### config.mk
export PLATFORM = sky130hd
export DESIGN_NAME = multicycle_ctrl_flat
export DESIGN_NICKNAME = d
export VERILOG_FILES = /design/src/rtl/multicycle_ctrl_if.sv /design/src/rtl/multicycle_ctrl.sv /design/src/flat_wrapper.sv
export SDC_FILE = /design/constraint.sdc
export NUM_CORES = 1
export LEC_CHECK = 0
export BUFFER_PORTS_ARGS = -buffer_cell sky130_fd_sc_hd__buf_2
export CAP_MARGIN = 10
export CORE_ASPECT_RATIO = 0.7
export CORE_MARGIN = 10
export CORE_UTILIZATION = 25
export DETAILED_ROUTE_END_ITERATION = 10
export PLACE_DENSITY = 0.54
export SLEW_MARGIN = 10
export SYNTH_ARGS = -nofsm -noshare
export SYNTH_HDL_FRONTEND = slang
export SYNTH_SLANG_ARGS = --single-unit
### constraint.sdc
create_clock -name clk -period 1.9 [get_ports clk]
set_input_delay 0.19 -clock clk [delete_from_list [all_inputs] [get_ports clk]]
set_output_delay 0.19 -clock clk [all_outputs]
set_load 0.03 [all_outputs]
### src/rtl/multicycle_ctrl_if.sv
// Memory handshake bundle between the multi-cycle controller and the shared
// instruction/data memory port.
//   mem_req   : controller -> memory, request held until mem_ready
//   mem_we    : controller -> memory, 1 = store, 0 = read
//   mem_ready : memory -> controller, access completes this cycle
// Modports: master (controller side), slave (memory side).
interface multicycle_ctrl_if;
    logic mem_req;
    logic mem_we;
    logic mem_ready;

    modport master (output mem_req, output mem_we, input mem_ready);
    modport slave  (input mem_req, input mem_we, output mem_ready);
endinterface

### src/rtl/multicycle_ctrl.sv
// Multi-cycle sequencer for the RV32I datapath. Steps the shared datapath through
// IDLE/FETCH/DECODE/EXEC/MEM/WB from the one-hot opcode-class flags of the type decoder.
// Build option: define CTRL_ILLEGAL_TRAP_EN to halt on an illegal opcode (err_cause 1);
// when it is undefined an illegal opcode behaves as a NOP (PC+4, no retire).
// Ports:
//   clk, rst_n          clock (rising edge), async active-low reset
//   r_i .. uj_jal_i     opcode-class flags, sampled in DECODE
//   branch_taken_i      branch comparator result, used in EXEC
//   mem                 memory handshake (master modport)
//   ir_we_o, pc_we_o    IR / PC load enables
//   pc_sel_o            0=PC+4 1=PC+imm 2=rs1+imm
//   reg_we_o, wb_sel_o  regfile write enable, writeback select 0=ALU 1=mem 2=PC+4
//   alu_src_a_o/b_o     ALU operand selects (a: 0=rs1 1=PC, b: 0=rs2 1=imm)
//   halted_o, err_cause_o, state_o, retired_o  status (registered)
module multicycle_ctrl #(
    parameter int unsigned CNT_W       = 32,
    parameter int unsigned MEM_TIMEOUT = 255
) (
    input  logic                 clk,
    input  logic                 rst_n,
    input  logic                 r_i,
    input  logic                 i_i,
    input  logic                 i_load_i,
    input  logic                 i_jalr_i,
    input  logic                 s_i,
    input  logic                 sb_i,
    input  logic                 u_auipc_i,
    input  logic                 u_lui_i,
    input  logic                 uj_jal_i,
    input  logic                 branch_taken_i,
    multicycle_ctrl_if.master    mem,
    output logic                 ir_we_o,
    output logic                 pc_we_o,
    output logic [1:0]           pc_sel_o,
    output logic                 reg_we_o,
    output logic [1:0]           wb_sel_o,
    output logic                 alu_src_a_o,
    output logic                 alu_src_b_o,
    output logic                 halted_o,
    output logic [1:0]           err_cause_o,
    output logic [2:0]           state_o,
    output logic [CNT_W-1:0]     retired_o
);
    localparam logic [2:0] StIdle   = 3'd0;
    localparam logic [2:0] StFetch  = 3'd1;
    localparam logic [2:0] StDecode = 3'd2;
    localparam logic [2:0] StExec   = 3'd3;
    localparam logic [2:0] StMem    = 3'd4;
    localparam logic [2:0] StWb     = 3'd5;
    localparam logic [2:0] StHalt   = 3'd6;

    // Class latch bit positions; higher index = higher decode priority.
    localparam int unsigned ClJal   = 0;
    localparam int unsigned ClLui   = 1;
    localparam int unsigned ClAuipc = 2;
    localparam int unsigned ClSb    = 3;
    localparam int unsigned ClS     = 4;
    localparam int unsigned ClJalr  = 5;
    localparam int unsigned ClLoad  = 6;
    localparam int unsigned ClR     = 8;

    localparam int unsigned  ToW     = (MEM_TIMEOUT > 1) ? $clog2(MEM_TIMEOUT + 1) : 1;
    localparam logic [ToW:0] ToLimit = MEM_TIMEOUT[ToW:0];

    logic [2:0]       state_q, state_d;
    logic [8:0]       class_q, class_d;
    logic [ToW-1:0]   to_cnt_q, to_cnt_d;
    logic [CNT_W-1:0] retired_q;
    logic [1:0]       err_q, err_d;
    logic             halted_q;
    logic             retire;
    logic             to_hit;
    logic [8:0]       flags;
    logic [8:0]       dec_class;
    logic             mem_req, mem_we;

    assign flags = {r_i, i_i, i_load_i, i_jalr_i, s_i, sb_i, u_auipc_i, u_lui_i, uj_jal_i};

    // The current wait cycle is the last one allowed; mem_ready in this cycle still wins.
    assign to_hit = (MEM_TIMEOUT != 0) &&
                    (({1'b0, to_cnt_q} + {{ToW{1'b0}}, 1'b1}) == ToLimit);

    // Multi-hot flags resolve to the highest-priority set bit.
    always_comb begin
        dec_class = '0;
        for (int k = 0; k < 9; k++) begin
            if (flags[k]) begin
                dec_class    = '0;
                dec_class[k] = 1'b1;
            end
        end
    end

    always_comb begin
        state_d     = state_q;
        class_d     = class_q;
        to_cnt_d    = '0;
        err_d       = err_q;
        retire      = 1'b0;
        mem_req     = 1'b0;
        mem_we      = 1'b0;
        ir_we_o     = 1'b0;
        pc_we_o     = 1'b0;
        pc_sel_o    = 2'd0;
        reg_we_o    = 1'b0;
        wb_sel_o    = 2'd0;
        alu_src_a_o = 1'b0;
        alu_src_b_o = 1'b0;
        case (state_q)
            StIdle: state_d = StFetch;
            StFetch: begin
                mem_req = 1'b1;
                if (mem.mem_ready) begin
                    ir_we_o = 1'b1;
                    state_d = StDecode;
                end else if (to_hit) begin
                    state_d = StHalt;
                    err_d   = 2'd2;
                end else begin
                    to_cnt_d = to_cnt_q + 1'b1;
                end
            end
            StDecode: begin
                class_d = dec_class;
                if (|flags) begin
                    state_d = StExec;
                end else begin
`ifdef CTRL_ILLEGAL_TRAP_EN
                    state_d = StHalt;
                    err_d   = 2'd1;
`else
                    pc_we_o = 1'b1;
                    state_d = StFetch;
`endif
                end
            end
            StExec: begin
                alu_src_a_o = class_q[ClAuipc] | class_q[ClSb] | class_q[ClJal];
                alu_src_b_o = ~(class_q[ClR] | class_q[ClSb]);
                if (class_q[ClSb]) begin
                    pc_we_o  = 1'b1;
                    pc_sel_o = branch_taken_i ? 2'd1 : 2'd0;
                    retire   = 1'b1;
                    state_d  = StFetch;
                end else if (class_q[ClLoad] || class_q[ClS]) begin
                    state_d = StMem;
                end else begin
                    state_d = StWb;
                end
            end
            StMem: begin
                mem_req = 1'b1;
                mem_we  = class_q[ClS];
                if (mem.mem_ready) begin
                    if (class_q[ClS]) begin
                        pc_we_o = 1'b1;
                        retire  = 1'b1;
                        state_d = StFetch;
                    end else begin
                        state_d = StWb;
                    end
                end else if (to_hit) begin
                    state_d = StHalt;
                    err_d   = 2'd2;
                end else begin
                    to_cnt_d = to_cnt_q + 1'b1;
                end
            end
            StWb: begin
                reg_we_o = 1'b1;
                pc_we_o  = 1'b1;
                retire   = 1'b1;
                state_d  = StFetch;
                if (class_q[ClLoad]) begin
                    wb_sel_o = 2'd1;
                end else if (class_q[ClJal] || class_q[ClJalr]) begin
                    wb_sel_o = 2'd2;
                end
                if (class_q[ClJal]) begin
                    pc_sel_o = 2'd1;
                end else if (class_q[ClJalr]) begin
                    pc_sel_o = 2'd2;
                end
            end
            StHalt: state_d = StHalt;
            default: state_d = StIdle;
        endcase
    end

    always_ff @(posedge clk or negedge rst_n) begin
        if (!rst_n) begin
            state_q   <= StIdle;
            class_q   <= '0;
            to_cnt_q  <= '0;
            retired_q <= '0;
            err_q     <= 2'd0;
            halted_q  <= 1'b0;
        end else begin
            state_q  <= state_d;
            class_q  <= class_d;
            to_cnt_q <= to_cnt_d;
            err_q    <= err_d;
            halted_q <= (state_d == StHalt);
            if (retire) begin
                retired_q <= retired_q + 1'b1;
            end
        end
    end

    assign mem.mem_req  = mem_req;
    assign mem.mem_we   = mem_we;
    assign state_o      = state_q;
    assign retired_o    = retired_q;
    assign err_cause_o  = err_q;
    assign halted_o     = halted_q;
endmodule

### src/flat_wrapper.sv
// flat-port wrapper written by rule: the top's interface ports become plain ports
module multicycle_ctrl_flat 
#(
    parameter int unsigned CNT_W       = 32,
    parameter int unsigned MEM_TIMEOUT = 255
)
  (clk, rst_n, r_i, i_i, i_load_i, i_jalr_i, s_i, sb_i, u_auipc_i, u_lui_i, uj_jal_i, branch_taken_i, ir_we_o, pc_we_o, pc_sel_o, reg_we_o, wb_sel_o, alu_src_a_o, alu_src_b_o, halted_o, err_cause_o, state_o, retired_o, mem_mem_req, mem_mem_we, mem_mem_ready);
  multicycle_ctrl_if mem_i ();
  input  logic clk;
  input  logic rst_n;
  input  logic r_i;
  input  logic i_i;
  input  logic i_load_i;
  input  logic i_jalr_i;
  input  logic s_i;
  input  logic sb_i;
  input  logic u_auipc_i;
  input  logic u_lui_i;
  input  logic uj_jal_i;
  input  logic branch_taken_i;
  output logic ir_we_o;
  output logic pc_we_o;
  output logic [1:0] pc_sel_o;
  output logic reg_we_o;
  output logic [1:0] wb_sel_o;
  output logic alu_src_a_o;
  output logic alu_src_b_o;
  output logic halted_o;
  output logic [1:0] err_cause_o;
  output logic [2:0] state_o;
  output logic [CNT_W-1:0] retired_o;
  output wire logic [$bits(mem_i.mem_req)-1:0] mem_mem_req;
  output wire logic [$bits(mem_i.mem_we)-1:0] mem_mem_we;
  input wire logic [$bits(mem_i.mem_ready)-1:0] mem_mem_ready;
  assign mem_mem_req = mem_i.mem_req;
  assign mem_mem_we = mem_i.mem_we;
  assign mem_i.mem_ready = mem_mem_ready;
  multicycle_ctrl #(.CNT_W(CNT_W), .MEM_TIMEOUT(MEM_TIMEOUT)) u_core (.clk(clk), .rst_n(rst_n), .r_i(r_i), .i_i(i_i), .i_load_i(i_load_i), .i_jalr_i(i_jalr_i), .s_i(s_i), .sb_i(sb_i), .u_auipc_i(u_auipc_i), .u_lui_i(u_lui_i), .uj_jal_i(uj_jal_i), .branch_taken_i(branch_taken_i), .mem(mem_i), .ir_we_o(ir_we_o), .pc_we_o(pc_we_o), .pc_sel_o(pc_sel_o), .reg_we_o(reg_we_o), .wb_sel_o(wb_sel_o), .alu_src_a_o(alu_src_a_o), .alu_src_b_o(alu_src_b_o), .halted_o(halted_o), .err_cause_o(err_cause_o), .state_o(state_o), .retired_o(retired_o));
endmodule
---- After elaboration in Yosys (flattened, before gate mapping) ----
Index checks and enable logic that the tools add are counted.
Widths: inputs -> output; s select.
operators by class
  add/sub/neg operators ................... 3
  eq/ne operators ......................... 8
  multiplexer cells ....................... 41
  bitwise gates (word level) .............. 5
  reductions and logical operators ........ 7
operators by type and width
  operator               number
  $mux 9                 8
  $add 32x1->32 const B  1
  $mux 8                 3
  $pmux 3 s6             1
  $mux 3                 5
  $mux 1                 14
  $mux 2                 7
  $eq 3x3->1 const B     4
  $add 8x1->9 const B    1
  $eq 9x8->1 const B     1
  $reduce_or 9->1        1
  $add 8x1->8 const B    1
  $eq 3x2->1 const B     2
  $pmux 1 s4             1
  $pmux 2 s2             1
  $reduce_or 2->1        2
  $eq 3x1->1 const B     1
  $logic_not 3->1        1
  $or 1x1->1             3
  $pmux 1 s3             1
  $reduce_and 3->1       1
  $logic_or 1x1->1       2
  $not 1->1              2
word-level totals
  register bits ........................... 54
  input port bits ......................... 13
  output and inout port bits .............. 49
  word-level logic and storage cells ...... 70

---- Logic depth before layout (Yosys ltp) ----
Gate-level depths: netlist of the first run.
  word-level depth ........................ 9
  gate-level depth with buffers ........... 7
  depth with buffers taken out ............ 7

---- Worst setup path after synthesis of the first run ----
Ideal clock, no wire load.
  path type ............................... flip-flop to output port
  start point ............................. register u_core.state_q[1] (netlist: u_core.state_o[1])
  end point ............................... output pc_sel_o[1]
  arrival time ............................ 1,850 ps
  data required time ...................... 1,710 ps
  slack ................................... -140 ps
  cell stages (with the launch flop) ...... 5
  path buffers ............................ 1
  cell sequence ........................... dfrtp_1 clkbuf_1 nor2_1 nand2_1 nor3b_1
between the ends
  word-level cells in the longest chain between the ends .. 2
  elaborated cells between the ends (all ways) .. 3
  those cells by class .................... 2 x eq/ne; 1 x mux
ends and longest elaborated chain
  what                                             line                    RTL
  start, declared                                  multicycle_ctrl.sv:65   logic [2:0] state_q, state_d;
  start signal, assigned                           multicycle_ctrl.sv:192  state_q <= StIdle;
  start signal, assigned                           multicycle_ctrl.sv:199  state_q <= state_d;
  $eq 3x3->1 / $eq 3x2->1 (equally long branches)  multicycle_ctrl.sv:109  case (state_q)
  $pmux 2 s2 *                                     multicycle_ctrl.sv:109
  end, declared                                    flat_wrapper.sv:23      output logic [1:0] pc_sel_o;
Mark *: on every way between the ends. The rest lies on a longest branch, timed or not.

---- Worst setup path in the final report of the first run ----
  start point ............................. register u_core.state_q[1] (netlist: u_core.state_o[1])
  end point ............................... output wb_sel_o[1]
between the ends
  word-level cells in the longest chain between the ends .. 2
ends and longest elaborated chain
  what           line                    RTL
  $eq 3x3->1     multicycle_ctrl.sv:109
  $mux 2         multicycle_ctrl.sv:109
  end, declared  flat_wrapper.sv:25      output logic [1:0] wb_sel_o;
No other way between the ends.

==> results.sh, run 1 <==
export IMPL_grt_max_degree=53
export IMPL_cts_max_level=2
export IMPL_grt_busiest_layer="met2"
export IMPL_synth_xor_area_frac=0.1218
export IMPL_routedWlPerCell_microns=14.31
export IMPL_cts_sinks=52
export IMPL_cts_tree="done"
export IMPL_crit_family="flip-flops"
export IMPL_synth_nets=279
export IMPL_drv_cap=0
export IMPL_critPathCaptureType="output port"
export IMPL_avgSynthCellArea_sq_um=10.11
export IMPL_rsz0062_at_grt="no"
export IMPL_clock_root_buffer="clkbuf_16"
export IMPL_grt_pass1_vias=2135
export IMPL_fillers=1075
export IMPL_slew_violations=0
export IMPL_drt_pass1_iter_count=4
export IMPL_path_clk_slew_ns=0.07
export IMPL_row_count=31
export IMPL_via_per_inst=4.476
export IMPL_power_total_w=0.003854
export IMPL_port_buffer_count=60
export IMPL_p_leak_nw=1.657
export IMPL_area_delta_synth_final_pct=29.16
export IMPL_fin_tns_setup_ns=0
export IMPL_hold_class="primary input to register"
export IMPL_placed_cells=458
export IMPL_syn_inst=263
export IMPL_synth_edf_count=0
export IMPL_yosys_most_used_dff="dfrtp_1"
export IMPL_cts_buffers_inserted=5
export IMPL_final_common_cell="buf_2"
export IMPL_crit_end="wb_sel_o[1]"
export IMPL_min_period_over_period=0.9358
export IMPL_slowest_delay_ns=0.45
export IMPL_antenna_found_initial=0
export IMPL_status="completed"
export IMPL_grtUsageTotal=0.09015
export IMPL_multi_input_area_sq_um=1333
export IMPL_drtIter0Drc=116
export IMPL_drcViolationCount=0
export IMPL_regArea_sq_um=1308
export IMPL_cp_max_fo=13
export IMPL_cp_num_cells=5
export IMPL_ys_seq_elements=52
export IMPL_ir_drop_uv=461.2
export IMPL_fp_dieH_microns=106.3
export IMPL_final_cell_mix="buf_2, dfrtp_1, nand2_1"
export IMPL_max_freq_ghz=0.5625
export IMPL_core_sq_um=10360
export IMPL_finalClockSkew_ns=0.004594
export IMPL_arrival_ns=1.59
export IMPL_met1_usage=0.1199
export IMPL_overflow=0
export IMPL_yosysWarnings=0
export IMPL_reg2reg_from="u_core.to_cnt_q[1]"
export IMPL_finalSetupViolations=0
export IMPL_start_util=0.2569
export IMPL_synth_compound_area_share=0.07620
export IMPL_async_reset_ff_frac=1.000
export IMPL_synthAdderAreaFrac=0.01411
export IMPL_chipWidth_microns=143.3
export IMPL_drive_gt1_frac=0.3155
export IMPL_stdcell_count=468
export IMPL_io_pins=62
export IMPL_synthMuxAreaShare=0.01223
export IMPL_reg2regPathDepth=6
export IMPL_grtUsageMet3=0.03557
export IMPL_insertion_delay_ns=0.29
export IMPL_dieArea_sq_um=15230
export IMPL_wl_microns=6697
export IMPL_cts_max_path_buffers=2
export IMPL_cp_startpoint="u_core.state_o[1]"
export IMPL_crit_chain="buf_4 -> nor2_2 -> nand2_1 -> nor3_2 -> buf_2"
export IMPL_final_antenna_net_count=0
export IMPL_grtUsageMet2=0.1323
export IMPL_grt_pass1_wl_microns=11190
export IMPL_rrSetupSlack_ns=0.18
export IMPL_nets=351
export IMPL_dp_hpwl_microns=5038
export IMPL_cp_slowest_cell="dfrtp_2"
export IMPL_synth_distinct_cells=50
export IMPL_vias=2095
export IMPL_antennaDiodeCount=0
export IMPL_path_class="register to output port"
export IMPL_synth_simple_area_share=0.2578
export IMPL_seq_area_frac_synth=0.4892
export IMPL_place_congestion=0.7659
export IMPL_period_needed_ns=1.778
export IMPL_critPathRequiredTime_ns=1.71
export IMPL_synth_top_family_by_area="simple AND/OR/NAND/NOR gates"
export IMPL_hold_violations=0
export IMPL_synth_cell_area_sq_um=2660
export IMPL_startpoint_type="register"
export IMPL_powerDensity_nw_per_um2=1122
export IMPL_reg2reg_to="u_core.halted_o"
export IMPL_crit_buf_inv=2
[worst min-delay path, delay by kind of cell]
kind | cells | cell delay, ns
buf+inv | 1 | 0.11
compound gates | 1 | 0.06
simple gates | 1 | 0.05
[layout make-up]
type,instances,area share
clock buffer,7,0.04443
sequential,52,0.3806
inverter,6,0.006555
tap,132,0.04807
timing repair buffer,73,0.1238
multi-input combinational,197,0.3878
clock inverter,1,0.008740
[Yosys cell counts, drive strengths merged, types with 2 or more instances]
master  count  share of area
a21oi       7          0.015
a31oi       2         0.0047
and3        8          0.019
and4        4          0.014
buf         5          0.015
clkbuf      3         0.0042
dfrtp      52           0.49
ha          3          0.014
inv         6         0.0085
mux2        2         0.0085
nand2      31          0.044
nand2b      5          0.012
nand3      13          0.024
nand3b      3          0.013
nand4       9          0.027
nand4b      2         0.0066
nor2       30          0.042
nor3        6          0.011
nor3b       4          0.013
nor4        3          0.015
o21ai      12          0.023
or2         2         0.0047
xnor2      21          0.069
xor2       16          0.053
[kinds of logic after synthesis]
family / count (synthesis)
and+or+nand+nor: 124
DFF: 52
xor gates and xnor gates: 37
AOI/OAI and AO/OA: 29
buffers and inverters: 14
adders and majority gates: 3
muxes: 3
other: 1
[power by group]
group / internal (W) / switching (W)
logic: 0.000483 / 0.000798
clock network: 0.000694 / 0.000400
registers: 0.00127 / 0.000209
total: 0.00245 / 0.00141
[through the flow]
stage	util	hold WS, ns	area (sq um)	setup slack [ns]
floorplan	-	-0.1056	2674	0.03662
global placement	0.3075	0.2128	3184	0.09234
detailed placement	0.3075	0.2082	3184	0.07943
CTS	0.3278	0.1668	3395	0.01231
global route	0.3318	0.1792	3436	0.001997
finish	0.3318	0.1739	3436	0.1221
[flip-flops by register name (all words and copies together) (netlist names)]
name	cells
u_core.state_o	3
u_core.err_cause_o	1
u_core.to_cnt_q	8
u_core.class_q	7
u_core.retired_o	32
u_core.halted_o	1
[per-layer routing]
layer	vias up	wire length, microns
met3	7	378
met1	1002	3364
met2	40	2888
met5	-	0
li1	1046	-
met4	0	65
[what timing repair did]
| item | 4_1_cts | 5_1_grt |
|---|---|---|
| setup endpoints to repair | 2 | 16 |
| gates resized for setup | 5 | 13 |
| hold buffers | 1 | 0 |
| pin swaps | 1 | 2 |
| gates cloned | 0 | 0 |
| hold endpoints to repair | 52 | 0 |
| setup buffers | 0 | 1 |
[worst min-delay path by stage]
stage | start | endpoint | slack, ns | cells after the start
floorplan | rst_n | u_core.class_q[0] | -0.11 | 0
global placement | rst_n | u_core.to_cnt_q[6] | 0.21 | 2
detailed placement | rst_n | u_core.retired_o[19] | 0.21 | 2
CTS | i_load_i | u_core.class_q[6] | 0.17 | 3
global route | i_load_i | u_core.class_q[6] | 0.18 | 3
finish | i_load_i | u_core.class_q[6] | 0.17 | 3
Note: power is estimated with default switching activity, not from simulation.
==> inputs of run 2 (changes only) <==
--- a/config.mk
+++ b/config.mk
@@ -5,6 +5,7 @@
 export SDC_FILE = /design/constraint.sdc
 export NUM_CORES = 1
 export LEC_CHECK = 0
+export ABC_AREA = 1
 export BUFFER_PORTS_ARGS = -buffer_cell sky130_fd_sc_hd__buf_2
 export CAP_MARGIN = 10
 export CORE_ASPECT_RATIO = 0.7
==> constraint.sdc (replaced) <==
create_clock -name clk -period 1.65 [get_ports clk]
set_input_delay 0.165 -clock clk [delete_from_list [all_inputs] [get_ports clk]]
set_output_delay 0.165 -clock clk [all_outputs]
set_load 0.03 [all_outputs]
==> run 2 against run 1 <==
Net effect: sequential cell count unchanged; die area increased by 13%; routed wire length increased by 35%; synthesized cell count increased by 55%; non-clock buffer count increased by 24; largest power group is now combinational cells; cell count increased by 42%; the run now ends with negative setup slack left; hold slack got worse by 0.087 ns; critical path type unchanged; worst setup slack got worse by 0.13 ns; sequential power increased by 19%.
==> results.sh, run 2 <==
export IMPL_status="finished, violations left"
export IMPL_violations="negative setup slack"
export IMPL_dieArea_sq_um=17160
export IMPL_finalSetupViolations=1
export IMPL_arrival_ns=1.49
export IMPL_synth_top_cell_area_share=0.4245
export IMPL_finalClockSkew_ns=0.009222
export IMPL_ys_top_cells_by_count="nand2_1, inv_1, dfrtp_1"
export IMPL_async_reset_ff_frac=1.000
export IMPL_via_per_inst=4.405
export IMPL_slew_violations=0
export IMPL_cts_tree="done"
export IMPL_synth_distinct_cells=37
export IMPL_yosys_cell_count_top_type="nand2_1"
export IMPL_largest_reg_flops=32
export IMPL_reg2regPathDepth=9
export IMPL_start_util=0.2587
export IMPL_hold_class="primary input to register"
export IMPL_pre_cts_slack_ns=-0.09833
export IMPL_ir_drop_uv=888.5
export IMPL_final_antenna_net_count=0
export IMPL_path_class="register to output port"
export IMPL_io_pins=62
export IMPL_synth_nets=424
export IMPL_cp_max_fo=5
export IMPL_grt_pass1_vias=2901
export IMPL_synth_cell_area_sq_um=3065
export IMPL_port_buffer_count=60
export IMPL_dp_hpwl_microns=6895
export IMPL_fin_util=0.3575
export IMPL_antennaDiodeCount=0
export IMPL_hold_end="u_core.class_q[8]"
export IMPL_drtIter0Drc=140
export IMPL_reg2reg_to="u_core.retired_o[7]"
export IMPL_slowest_delay_ns=0.45
export IMPL_critPathCaptureType="output port"
export IMPL_overflow=0
export IMPL_cp_slowest_cell="dfrtp_2"
export IMPL_grt_pass1_wl_microns=14680
export IMPL_routedWlPerCell_microns=13.59
export IMPL_holdPathStages=3
export IMPL_ys_seq_elements=52
export IMPL_wl_microns=9040
export IMPL_startpoint_type="register"
export IMPL_placed_cell_area_sq_um=3776
export IMPL_yosys_most_used_dff="dfrtp_1"
export IMPL_antenna_found_initial=0
export IMPL_syn_inst=408
export IMPL_grt_max_degree=53
export IMPL_reg2reg_from="u_core.state_o[0]"
export IMPL_critPathRequiredTime_ns=1.48
export IMPL_min_delay_start="r_i"
export IMPL_final_setup_worst_slack_ns=-0.008307
export IMPL_insertion_delay_ns=0.30
export IMPL_min_period_over_period=1.005
export IMPL_crit_chain="inv_2 -> nand3_2 -> buf_6 -> a211oi_2 -> buf_4"
export IMPL_row_count=33
export IMPL_seq_area_frac_synth=0.4245
export IMPL_chipWidth_microns=152.4
export IMPL_cts_buffers_inserted=5
export IMPL_vias=2929
export IMPL_design_area_sq_um=4237
export IMPL_drt_pass1_iter_count=6
export IMPL_p_leak_nw=1.997
export IMPL_cts_max_level=2
export IMPL_nets=524
export IMPL_clock_root_buffer="clkbuf_16"
export IMPL_yosysWarnings=0
export IMPL_period_needed_ns=1.658
export IMPL_drcViolationCount=0
export IMPL_place_congestion=0.8488
export IMPL_powerDensity_nw_per_um2=1244
export IMPL_cts_sinks=52
export IMPL_synth_edf_count=0
export IMPL_final_cell_mix="nand2_1, inv_1, buf_2"
export IMPL_avgSynthCellArea_sq_um=7.513
export IMPL_rsz0062_at_grt="yes"
export IMPL_rrSetupSlack_ns=0.06
export IMPL_synth_top_cell_by_area="dfrtp_1"
export IMPL_synth_area_leaders="dfrtp_1, nand2_1, inv_1"
export IMPL_path_clk_slew_ns=0.07
export IMPL_fp_dieH_microns=112.6
export IMPL_cts_max_path_buffers=2
export IMPL_drive_gt1_frac=0.3327
export IMPL_final_common_cell="nand2_1"
export IMPL_area_delta_synth_final_pct=38.20
export IMPL_grtUsageTotal=0.1032
export IMPL_core_sq_um=11850
export IMPL_max_freq_ghz=0.6030
export IMPL_hold_violations=0
export IMPL_drv_cap=0
==> run 2: cell types whose count changed after synthesis, sizes merged, moves of 4 or more <==
cell / previous run / this run
inv: 6 / 59
nor2: 30 / 54
nand3: 13 / 21
xor2: 16 / 20
and3: 8 / 1
nand2: 31 / 122
nand2b: 5 / 0
nor3: 6 / 18
o21ai: 12 / 16
and4: 4 / 0
xnor2: 21 / 6
==> run 2: worst max-delay path: cells and delay by family (launching register included) <==
family,cells,cell delay [ns]
AND/OR/NAND/NOR,1,0.11
flip-flops,1,0.45
buffers and inverters,3,0.46
AO/OA/AOI/OAI,1,0.17
==> run 2: final cells by class <==
type                            instances  area (sq um)
Clock buffer                            5         125.1
Timing Repair Buffer                   97         639.4
Sequential cell                        52          1309
Inverter                               59         226.5
Multi-Input combinational cell        293          1728
Tap cell                              157         196.4
Clock inverter                          2         12.51
Fill cell                            1245          7614
==> run 2: metrics by stage <==
step,hold slack (ns),power [W],setup TNS (ns),instances
after floorplan,-0.1306,0.003042,-0.1128,408
after global placement,0.1903,0.003831,-0.1694,650
after detailed placement,0.1913,0.003842,-0.5604,650
after CTS,0.08467,0.004988,-0.02041,659
after global routing,0.1197,0.005597,-0.5361,665
final,0.08735,0.005272,-0.008307,665
==> run 2: logic make-up (layout without fill, tap and decap cells) <==
kind of cell | after synthesis | after routing | synth area share
AO/OA/AOI/OAI | 30 | 30 | 0.05877
XOR/XNOR | 26 | 26 | 0.07429
adder cells (fa/ha/maj) | 3 | 3 | 0.01225
buffers and inverters | 63 | 163 | 0.08245
flip-flops | 52 | 52 | 0.4245
other | 1 | 1 | 0.001223
AND/OR/NAND/NOR | 233 | 233 | 0.3465
==> run 2: what timing repair did <==
| item | 4_1_cts | 5_1_grt |
|---|---|---|
| endpoints found under the setup margin | 16 | 36 |
| hold buffers | 1 | 0 |
| resized for setup | 16 | 54 |
| endpoints found under the hold margin | 52 | 0 |
| setup buffers | 1 | 6 |
| pin swaps | 3 | 15 |
==> run 2: metal layers <==
| metal | up-vias | share of wire | GRT usage |
|---|---|---|---|
| met5 | - | 0 | 0 |
| met4 | 0 | 0.0064 | 0.02367 |
| met3 | 4 | 0.061 | 0.02937 |
| met2 | 83 | 0.42 | 0.1508 |
| met1 | 1360 | 0.51 | 0.1460 |
| li1 | 1482 | - | - |
==> run 2: how the worst max path moves through the flow <==
stage,startpoint,end,cells past startpoint
2_1_floorplan,u_core.state_o[1],pc_we_o,6
3_3_place_gp,u_core.to_cnt_q[0],u_core.halted_o,10
3_5_place_dp,u_core.to_cnt_q[0],u_core.halted_o,10
4_1_cts,u_core.state_o[1],pc_we_o,6
5_1_grt,u_core.state_o[1],ir_we_o,5
6_report,u_core.state_o[1],wb_sel_o[1],5
==> run 2: report_power, final <==
group          total (W)  internal (W)  switching, W
sequential       0.00176       0.00150      0.000262
clock            0.00105      0.000553      0.000497
combinational    0.00246      0.000870       0.00159
total            0.00527       0.00292       0.00235
==> inputs of run 3 (changes only) <==
--- a/config.mk
+++ b/config.mk
@@ -9,11 +9,13 @@
 export BUFFER_PORTS_ARGS = -buffer_cell sky130_fd_sc_hd__buf_2
 export CAP_MARGIN = 10
 export CORE_ASPECT_RATIO = 0.7
-export CORE_MARGIN = 10
+export CORE_MARGIN = 2
 export CORE_UTILIZATION = 25
 export DETAILED_ROUTE_END_ITERATION = 10
 export PLACE_DENSITY = 0.54
+export SKIP_LAST_GASP = 1
 export SLEW_MARGIN = 10
 export SYNTH_ARGS = -nofsm -noshare
 export SYNTH_HDL_FRONTEND = slang
 export SYNTH_SLANG_ARGS = --single-unit
+export TNS_END_PERCENT = 10
==> run 3 against run 2 <==
Net effect: the flow still finishes with violations (negative setup slack); die area is 23% lower; non-clock buffer count increased by 2; combinational power is 8.1% lower; core utilization is 1.4 points lower; count of clock-buffer cells in the layout increased by 1; power is 4.7% lower; sequential share of layout area increased by 1.1 points; final area fell by 4.0%; critical path depth up 1.
==> results.sh, run 3 (synthesis results as in run 2) <==
export IMPL_drive_gt1_frac=0.2798
export IMPL_antennaDiodeCount=0
export IMPL_cts_max_path_buffers=2
export IMPL_ir_drop_uv=781.7
export IMPL_slowest_delay_ns=0.44
export IMPL_reg2regPathDepth=8
export IMPL_wl_microns=8305
export IMPL_cp_max_fo=9
export IMPL_violations="negative setup slack"
export IMPL_final_cell_mix="nand2_1, buf_2, inv_1"
export IMPL_path_clk_slew_ns=0.07
export IMPL_crit_family="flip-flops"
export IMPL_grt_pass1_wl_microns=13500
export IMPL_cts_tree="done"
export IMPL_final_setup_worst_slack_ns=-0.02419
export IMPL_area_delta_synth_final_pct=32.73
export IMPL_critPathCaptureType="output port"
export IMPL_drtIter0Drc=148
export IMPL_startpoint_type="register"
export IMPL_fp_dieH_microns=96.65
export IMPL_nets=526
export IMPL_crit_chain="nand3_2 -> nor2_4 -> buf_12 -> nor2_8 -> o21ai_2 -> buf_4"
export IMPL_drt_pass1_iter_count=4
export IMPL_dp_hpwl_microns=6545
export IMPL_clock_root_buffer="clkbuf_16"
export IMPL_fillers=1224
export IMPL_cts_max_level=2
export IMPL_holdWs_ns=0.1126
export IMPL_status="finished, violations left"
export IMPL_cp_slowest_cell="dfrtp_1"
export IMPL_finalSetupViolations=2
export IMPL_vias=2905
export IMPL_holdPathStages=3
export IMPL_path_class="register to output port"
export IMPL_arrival_ns=1.51
export IMPL_routedWlPerCell_microns=12.43
export IMPL_overflow=0
export IMPL_slew_violations=0
export IMPL_powerDensity_nw_per_um2=1235
export IMPL_max_freq_ghz=0.5973
export IMPL_core_sq_um=11850
export IMPL_drv_cap=0
export IMPL_insertion_delay_ns=0.29
export IMPL_row_count=33
export IMPL_io_pins=62
export IMPL_drcViolationCount=0
export IMPL_fin_util=0.3434
export IMPL_cts_buffers_inserted=5
export IMPL_finalClockSkew_ns=0.009789
export IMPL_critPathRequiredTime_ns=1.48
export IMPL_hold_violations=0
export IMPL_crit_buf_inv=2
export IMPL_final_common_cell="nand2_1"
export IMPL_via_per_inst=4.349
export IMPL_min_period_over_period=1.015
export IMPL_period_needed_ns=1.674
export IMPL_p_leak_nw=2.011
export IMPL_start_util=0.2587
export IMPL_port_buffer_count=60
export IMPL_grt_max_degree=53
export IMPL_grt_pass1_vias=2686
export IMPL_chipWidth_microns=136.4
export IMPL_place_congestion=0.8539
export IMPL_hold_class="primary input to register"
export IMPL_antenna_found_initial=0
export IMPL_final_antenna_net_count=0
export IMPL_cp_num_cells=6
export IMPL_rsz0062_at_grt="yes"
export IMPL_largest_reg_flops=32
export IMPL_dieArea_sq_um=13180
export IMPL_grtUsageTotal=0.1292
export IMPL_cts_sinks=52
## run 3: power breakdown
| group | total [W] | leakage, nW | internal (W) | switching (W) |
|---|---|---|---|---|
| combinational | 0.00226 | 1.27 | 0.000796 | 0.00146 |
| clock | 0.00106 | 0.0766 | 0.000599 | 0.000464 |
| sequential | 0.00171 | 0.662 | 0.00149 | 0.000218 |
## run 3: final cells by class
class / instances / area [sq um] / area share
Timing Repair Buffer: 99 / 625.6 / 0.1538
Multi-Input combinational cell: 293 / 1572 / 0.3862
Clock buffer: 6 / 138.9 / 0.03413
Sequential cell: 52 / 1303 / 0.3201
Clock inverter: 2 / 10.01 / 0.002460
Inverter: 59 / 224.0 / 0.05504
Tap cell: 157 / 196.4 / 0.04828
## run 3: what timing repair did
action / CTS / global route
endpoints found under the hold margin: 52 / 0
endpoints found under the setup margin: 15 / 38
buffers inserted: 0 / 5
hold buffers: 1 / 0
pin swaps: 1 / 3
resized for setup: 7 / 11
## run 3: final timing paths
path / startpoint / end / slack, ns
max: u_core.state_o[0] / pc_we_o / -0.02
min: r_i / u_core.class_q[8] / 0.11
max in group asynchronous: rst_n / u_core.state_o[2] / 1.00
min in group asynchronous: rst_n / u_core.retired_o[10] / 0.39
max reg2reg: u_core.retired_o[16] / u_core.retired_o[21] / 0.05
min reg2reg: u_core.err_cause_o[1] / u_core.err_cause_o[1] / 0.48
## run 3: worst min-delay path: stages
cell	delay [ns]
buf_2	0.10
nand2_1	0.05
nand2_1	0.06
## run 3: per-stage QoR
stage               power, W  worst slack (ns)  TNS [ns]  instance area [sq um]  cells
CTS                 0.004979          -0.04596   -0.1283                   3975    663
floorplan           0.003032           -0.1128   -0.4005                   3070    408
finish              0.005027          -0.02419  -0.03003                   4069    668
global placement    0.003849          -0.03378  -0.07743                   3799    654
detailed placement  0.003859          -0.03345   -0.2010                   3799    654
global route        0.005388           -0.1019    -1.396                   4069    668
## run 3: layer usage
| metal | track usage | routed length, microns | up-vias | share of wire |
|---|---|---|---|---|
| li1 | - | - | 1493 | - |
| met1 | 0.1943 | 4347 | 1328 | 0.52 |
| met2 | 0.1770 | 3361 | 75 | 0.40 |
| met3 | 0.03774 | 501 | 9 | 0.060 |
| met4 | 0.03606 | 95 | 0 | 0.011 |
| met5 | 0 | 0 | - | 0 |
